[src/rtl/regfile_wb_scheduler.sv]
// Write-back scheduler: round-robin arbitration of the register-file write port, a registered
// write toward the register file, and a per-register busy scoreboard for decode hazard checks.
module regfile_wb_scheduler #(
    parameter int unsigned REGISTER_WIDTH   = 64,
    parameter int unsigned REGISTERNO_WIDTH = 5,
    parameter int unsigned NUM_REQ          = 3
) (
    input  logic                                 clk,
    input  logic                                 reset,
    input  logic [NUM_REQ-1:0]                   req_valid,
    input  logic [NUM_REQ*REGISTERNO_WIDTH-1:0]  req_regno,
    input  logic [NUM_REQ*REGISTER_WIDTH-1:0]    req_value,
    output logic [NUM_REQ-1:0]                   req_ready,
    output logic                                 out_wr_enable,
    output logic [REGISTERNO_WIDTH-1:0]          out_rd_regno,
    output logic [REGISTER_WIDTH-1:0]            out_rd_value,
    input  logic                                 reserve_valid,
    input  logic [REGISTERNO_WIDTH-1:0]          reserve_regno,
    output logic                                 reserve_ready,
    input  logic [REGISTERNO_WIDTH-1:0]          chk_rs1_regno,
    input  logic [REGISTERNO_WIDTH-1:0]          chk_rs2_regno,
    output logic                                 stall,
    output logic [(1<<REGISTERNO_WIDTH)-1:0]     busy_vector
);

    localparam int unsigned IdxW    = $clog2(NUM_REQ);
    localparam int unsigned NumRegs = 1 << REGISTERNO_WIDTH;

    logic [IdxW-1:0]             last_q, last_d;
    logic                        wr_en_q, wr_en_d;
    logic [REGISTERNO_WIDTH-1:0] regno_q, regno_d;
    logic [REGISTER_WIDTH-1:0]   value_q, value_d;
    logic [NumRegs-1:0]          busy_q, busy_d;

    logic [IdxW-1:0]             grant_idx;
    logic [IdxW-1:0]             idx;
    logic                        grant_any;
    logic [REGISTERNO_WIDTH-1:0] sel_regno;
    logic [REGISTER_WIDTH-1:0]   sel_value;

    // Search starts just after the last winner, so the previous winner ranks lowest.
    always_comb begin
        grant_idx = '0;
        grant_any = 1'b0;
        idx       = '0;
        req_ready = '0;
        for (int unsigned k = 1; k <= NUM_REQ; k++) begin
            idx = IdxW'((32'(last_q) + k) % NUM_REQ);
            if (!grant_any && req_valid[idx]) begin
                grant_any = 1'b1;
                grant_idx = idx;
            end
        end
        if (grant_any) begin
            req_ready[grant_idx] = 1'b1;
        end
    end

    assign sel_regno = req_regno[grant_idx*REGISTERNO_WIDTH +: REGISTERNO_WIDTH];
    assign sel_value = req_value[grant_idx*REGISTER_WIDTH +: REGISTER_WIDTH];

    assign reserve_ready = (reserve_regno == '0) || !busy_q[reserve_regno];
    assign stall = ((chk_rs1_regno != '0) && busy_q[chk_rs1_regno]) ||
                   ((chk_rs2_regno != '0) && busy_q[chk_rs2_regno]);

    always_comb begin
        last_d  = last_q;
        wr_en_d = 1'b0;
        regno_d = regno_q;
        value_d = value_q;
        if (grant_any) begin
            last_d = grant_idx;
            // x0 grants complete the handshake but never reach the register file
            if (sel_regno != '0) begin
                wr_en_d = 1'b1;
                regno_d = sel_regno;
                value_d = sel_value;
            end
        end

        busy_d = busy_q;
        if (wr_en_q) begin
            busy_d[regno_q] = 1'b0;
        end
        if (reserve_valid && reserve_ready && (reserve_regno != '0)) begin
            busy_d[reserve_regno] = 1'b1;
        end
        busy_d[0] = 1'b0;
    end

    always_ff @(posedge clk or negedge reset) begin
        if (!reset) begin
            last_q  <= IdxW'(NUM_REQ - 1);
            wr_en_q <= 1'b0;
            regno_q <= '0;
            value_q <= '0;
            busy_q  <= '0;
        end else begin
            last_q  <= last_d;
            wr_en_q <= wr_en_d;
            regno_q <= regno_d;
            value_q <= value_d;
            busy_q  <= busy_d;
        end
    end

    assign out_wr_enable = wr_en_q;
    assign out_rd_regno  = regno_q;
    assign out_rd_value  = value_q;
    assign busy_vector   = busy_q;

endmodule
[config.mk]
export PLATFORM = sky130hd
export DESIGN_NAME = regfile_wb_scheduler
export DESIGN_NICKNAME = d
export VERILOG_FILES = /design/src/rtl/regfile_wb_scheduler.sv
export SDC_FILE = /design/constraint.sdc
export NUM_CORES = 1
export LEC_CHECK = 0
export CAP_MARGIN = 15
export CORE_MARGIN = 4
export CORE_UTILIZATION = 38
export CTS_BUF_LIST = sky130_fd_sc_hd__clkbuf_8
export CTS_CLUSTER_SIZE = 12
export DETAILED_ROUTE_END_ITERATION = 10
export PLACE_DENSITY_LB_ADDON = 0.12
export SYNTH_ARGS = -nofsm -noshare
export SYNTH_HDL_FRONTEND = slang
export SYNTH_SLANG_ARGS = --single-unit
[constraint.sdc]
create_clock -name clk -period 2.8 [get_ports clk]
set_input_delay 0.56 -clock clk [delete_from_list [all_inputs] [get_ports clk]]
set_output_delay 0.56 -clock clk [all_outputs]
set_load 0.1 [all_outputs]
=== Yosys cells after proc, flatten, opt, wreduce, memory -nomap -nowiden ===
Index checks and enable logic that the tools add are counted.

* Bits of input ports: 228
* Flip-flop bits (word level): 103

* Div/mod/pow operators: 3
* Add/sub/neg operators: 3
* Bitwise operators: 3
* Reduce and logical (&&, ||, !) cells: 20
* Multipliers: 1
* Muxes and demuxes: 29
* Shift-type cells: 2
* $lt $le $gt $ge: 11

{| class="wikitable"
|+ Operator list
! cell !! count
|-
| $shiftx 192x9->64 || 1
|-
| $mod 32x2->32 const B || 3
|-
| $mux 32 || 2
|-
| $and 32x32->32 || 1
|-
| $not 32->32 || 1
|-
| $or 32x32->32 || 1
|-
| $lt 5x6->1 const B || 4
|-
| $reduce_bool 5->1 || 4
|-
| $bmux 1 s5 || 3
|-
| $shiftx 15x6->5 || 1
|-
| $mux 1 || 14
|-
| $lt 2x3->1 const B || 4
|-
| $demux 1 s5 || 2
|-
| $ge 5x1->1 const B || 2
|-
| $logic_and 1x1->1 || 9
|-
| $add 2x2->3 const B || 2
|-
| $bmux 1 s2 || 3
|-
| $mux 2 || 3
|-
| $logic_not 5->1 || 1
|-
| $mul 2x3->5 const B || 1
|-
| $add 2x1->3 const B || 1
|-
| $logic_not 1->1 || 3
|-
| $mux 3 || 1
|-
| $demux 1 s2 || 1
|-
| 3 further kinds || 4
|}

=== Logic depth before layout (Yosys ltp) ===
* Depth in word-level cells: 16
* Depth in mapped cells: 12
* Gate-level depth less buffers: 9

=== Worst setup path after synthesis ===
OpenSTA, ideal clock, no wires.

* Kind: flip-flop to output port
* Start: register last_q[1]
* End: output req_ready[0]
* Required time: 2.240 ns
* Arrival time: 4.430 ns
* Path slack: -2.190 ns
* Stages on the path, launching flop included: 8
* Path through: dfstp_2 -> ha_1 -> buf_2 -> o32a_1 -> nand3_1 -> inv_2 -> buf_1 -> nor3_1

* Word-level cells in the longest chain between the ends: 16

{| class="wikitable"
|+ RTL lines
! element !! RTL line !! RTL
|-
| start, declared || 29 || <nowiki>logic [IdxW-1:0] last_q, last_d;</nowiki>
|-
| start signal, assigned || 93 || <nowiki>last_q <= IdxW'(NUM_REQ - 1);</nowiki>
|-
| start signal, assigned || 99 || <nowiki>last_q <= last_d;</nowiki>
|-
| $add 2x1->3 || 48 || <nowiki>idx = IdxW'((32'(last_q) + k) % NUM_REQ);</nowiki>
|-
| $mod 32x2->32 || 48 ||
|-
| $bmux 1 s2 || 49 || <nowiki>if (!grant_any && req_valid[idx]) begin</nowiki>
|-
| $mux 1 (implied by the code) || 49 ||
|-
| $mux 1 || 49 ||
|-
| $logic_not 1->1 || 49 ||
|-
| $logic_and 1x1->1 || 49 ||
|-
| $mux 1 || 49 ||
|-
| $logic_not 1->1 || 49 ||
|-
| $logic_and 1x1->1 || 49 ||
|-
| $mux 2 || 49 ||
|-
| $lt 2x3->1 (implied by the code) or $ge 2x1->1 (tied branches) || 55 || <nowiki>req_ready[grant_idx] = 1'b1;</nowiki>
|-
| $logic_and 1x1->1 (implied by the code) || 55 ||
|-
| $mux 1 (implied by the code) || 55 ||
|-
| $demux 1 s2 || 55 ||
|-
| $mux 3 * || 54 || <nowiki>if (grant_any) begin</nowiki>
|-
| end, declared || 13 || <nowiki>output logic [NUM_REQ-1:0] req_ready,</nowiki>
|}

Mark *: on every way between the ends. The rest lies on a longest branch, timed or not. The select of a mux whose other input is x is not followed.

=== Worst setup path after layout ===
Same ends and word-level chain as after synthesis.

==> results.py <==
metrics = {
    "sta": {
        "fmax_mhz": 337,
        "setup_ws_ns": -0.164,
        "worst_pin_slew_ns": 0.716,
        "drv_slew": 0,
        "fin_crit_sh_pct": 106,
        "fin_crit_ns": 2.96,
        "finalHoldViolations": 0,
        "skew_ns": 0.0122,
        "slew_headroom_pct": 52.3,
        "finalSetupViolCount": 65,
        "rsz0062_at_grt": "yes",
    },
    "logic_synthesis": {
        "syn_area_per_cell_um2": 9.43,
        "synth_area_um2": 6770,
        "synth_seq_cells": 103,
        "async_flop_share_pct": 100,
        "synth-main-ff-cell": "dfrtp_1",
        "synth_area_leader_cell": "dfrtp_1",
        "synth.area.top_cells": "dfrtp_1 38%, o31ai_1 14%, mux4_2 8.3%",
        "synth_edf_count": 0,
        "yosysSeqAreaShare_pct": 38.1,
        "ys_types": 45,
        "yosys_warnings": 0,
        "synth_top_cell_area_share_pct": 37.7,
        "syn_inst": 718,
        "syn_nets": 950,
    },
    "drt": {
        "drc": 0,
        "num_vias": 7861,
        "drtIter0Drc": 507,
        "first_pass_iters": 5,
        "detail_route.wl_per_cell_um": 23.6,
        "antenna_left": 0,
        "viasPerCell": 6.01,
        "routed_wl_um": 30900,
    },
    "critical_path": {
        "required_ns": 2.24,
        "arrival_ns": 2.40,
        "crit_fanout": 4,
        "worst-setup-path-type": "reg -> out",
        "critPathLaunchType": "flip-flop",
        "endpoint_kind": "output port",
    },
    "global_route": {
        "grt_max_degree": 70,
        "grt_pass1_vias": 7770,
        "grt_use_total_pct": 27.7,
        "overflow": 0,
        "antenna_found_initial": 0,
        "grt_pass1_wl_um": 43600,
    },
    "finish": {
        "drive_gt1_share_pct": 34.2,
        "num_antenna_cells": 0,
        "num-nets-final": 1310,
        "fill_cells": 1321,
        "final_util_pct": 70.2,
        "areaGrowthSynthToFinish_pct": 79.9,
    },
    "floorplanning": {
        "core_um2": 17400,
        "fp.dieH_um": 141,
        "die_area_um2": 20000,
        "io_pins": 335,
        "die_width_um": 141,
        "row_count": 48,
        "start_util_pct": 39.0,
    },
    "clocking": {
        "clk_pin_slew_worst_paths_ns": 0.10,
        "cts_made_buffers": 9,
        "cts-root-buf": "clkbuf_8",
        "cts_sinks": 103,
        "clk_latency_ns": 0.40,
        "clockBufferDepth": 2,
        "ctsHoldBuffers": 0,
        "cts_htree_levels": 3,
        "cts_tree": "built",
    },
    "hold_path": {
        "hold_path.class": "in -> async",
    },
    "outcome": {
        "outcome": "complete, but fails checks",
        "violations": "setup timing",
    },
    "flow_run": {
        "drv_cap": 0,
    },
    "placed_design": {
        "gp_congestion": 0.904,
        "dp_hpwl_um": 19700,
        "port_buffers": 333,
    },
}
## flip-flops by register name, summed over array words and instances (netlist names)
register       count
busy_vector       31
out_wr_enable      1
out_rd_value      64
last_q             2
out_rd_regno       5
## repair_timing
action	in CTS	in global routing
buffers inserted	14	10
pin swaps	11	21
gates resized for setup	70	134
setup endpoints to repair	74	75
cloned	4	7
## critical path, stage by stage (launching register included)
cell       delay (ns)
dfstp_2          0.56
inv_2            0.05
ha_4             0.17
buf_12           0.13
mux2i_2          0.28
buf_4            0.17
a2bb2oi_2        0.18
and3_4           0.24
nor3_4           0.05
buf_12           0.16
## layer usage
metal  vias up  routed length (µm)  global-route usage, %
met5         -                   0                      0
met2       418               15400                   46.4
li1       3519                   -                      -
met1      3859               11800                   34.7
met3        65                2570                   6.47
met4         0                1090                   11.2
## logic make-up after synthesis
family	Yosys count	synth area share (%)
AOI/OAI and AO/OA	286	29.7
and+or+nand+nor	205	15.8
DFF	103	38.1
buffers and inverters	85	5.71
muxes	34	9.96
adders and majority gates	4	0.739
other	1	0.0554
## metrics by stage
| stage | hold WS [ns] | cell area, µm² | setup TNS, ns | setup slack [ns] | cells |
|---|---|---|---|---|---|
| 6_report | 0.0467 | 12200 | -5.78 | -0.164 | 1308 |
| 5_1_grt | 0.0582 | 12200 | -12.42 | -0.242 | 1308 |
| 4_1_cts | 0.0476 | 11100 | -7.31 | -0.188 | 1291 |
| 3_5_place_dp | 0.481 | 10400 | -23.34 | -0.454 | 1257 |
| 3_3_place_gp | 0.479 | 10400 | -20.49 | -0.421 | 1257 |
| 2_1_floorplan | 0.264 | 6830 | -0.560 | -0.560 | 718 |
## layout make-up
type	instances	area (µm²)	area share, %
flip-flops and latches	103	2590	21.3
well taps	225	282	2.31
repair buffers	426	4260	35.0
clock inverters	6	61.3	0.503
multi-input cells	530	4810	39.5
inverters	8	37.5	0.308
clock buffers	10	138	1.13
## synth_stat cells (all sizes together) (2+ instances only)
master	n
nand3	8
a211oi	70
o31ai	130
nand3b	10
mux2	4
or3	3
o2bb2ai	7
nand2	21
o21ai	68
buf	13
nor3	3
or4	2
mux2i	5
clkbuf	64
nor2	73
ha	4
a21oi	2
and3	71
and4	2
mux4	25
nor3b	2
nor2b	5
or3b	3
dfrtp	102
inv	8
## cells in the final DEF (no fill, tap or decap), drive strengths merged, types with 8 or more instances in the layout
cell type	Yosys	routed
and3	71	71
nand3	8	8
dfrtp	102	102
mux4	25	25
o21ai	68	68
buf	13	194
nor2	73	73
clkbuf	64	17
a211oi	70	70
o31ai	130	130
nand2	21	21
inv	8	9
clkdlybuf4s50	0	218
nand3b	10	10
## path summary, 6_finish.rpt
check / slack (ns) / cells past startpoint / start / endpoint
worst max-delay path: -0.16 / 9 / last_q[1] / req_ready[0]
worst max register to register: -0.14 / 14 / last_q[1] / out_rd_value[4]
worst min register to register: 0.51 / 2 / out_rd_value[31] / out_rd_value[31]
max in group asynchronous: 1.99 / 2 / reset / last_q[1]
worst min-delay path: 0.05 / 1 / reset / busy_vector[19]
min in group clk: 0.51 / 2 / out_rd_value[31] / out_rd_value[31]
Power is not shown: default switching activity piles up to over one toggle a cycle in this logic, so the estimate is an artifact.
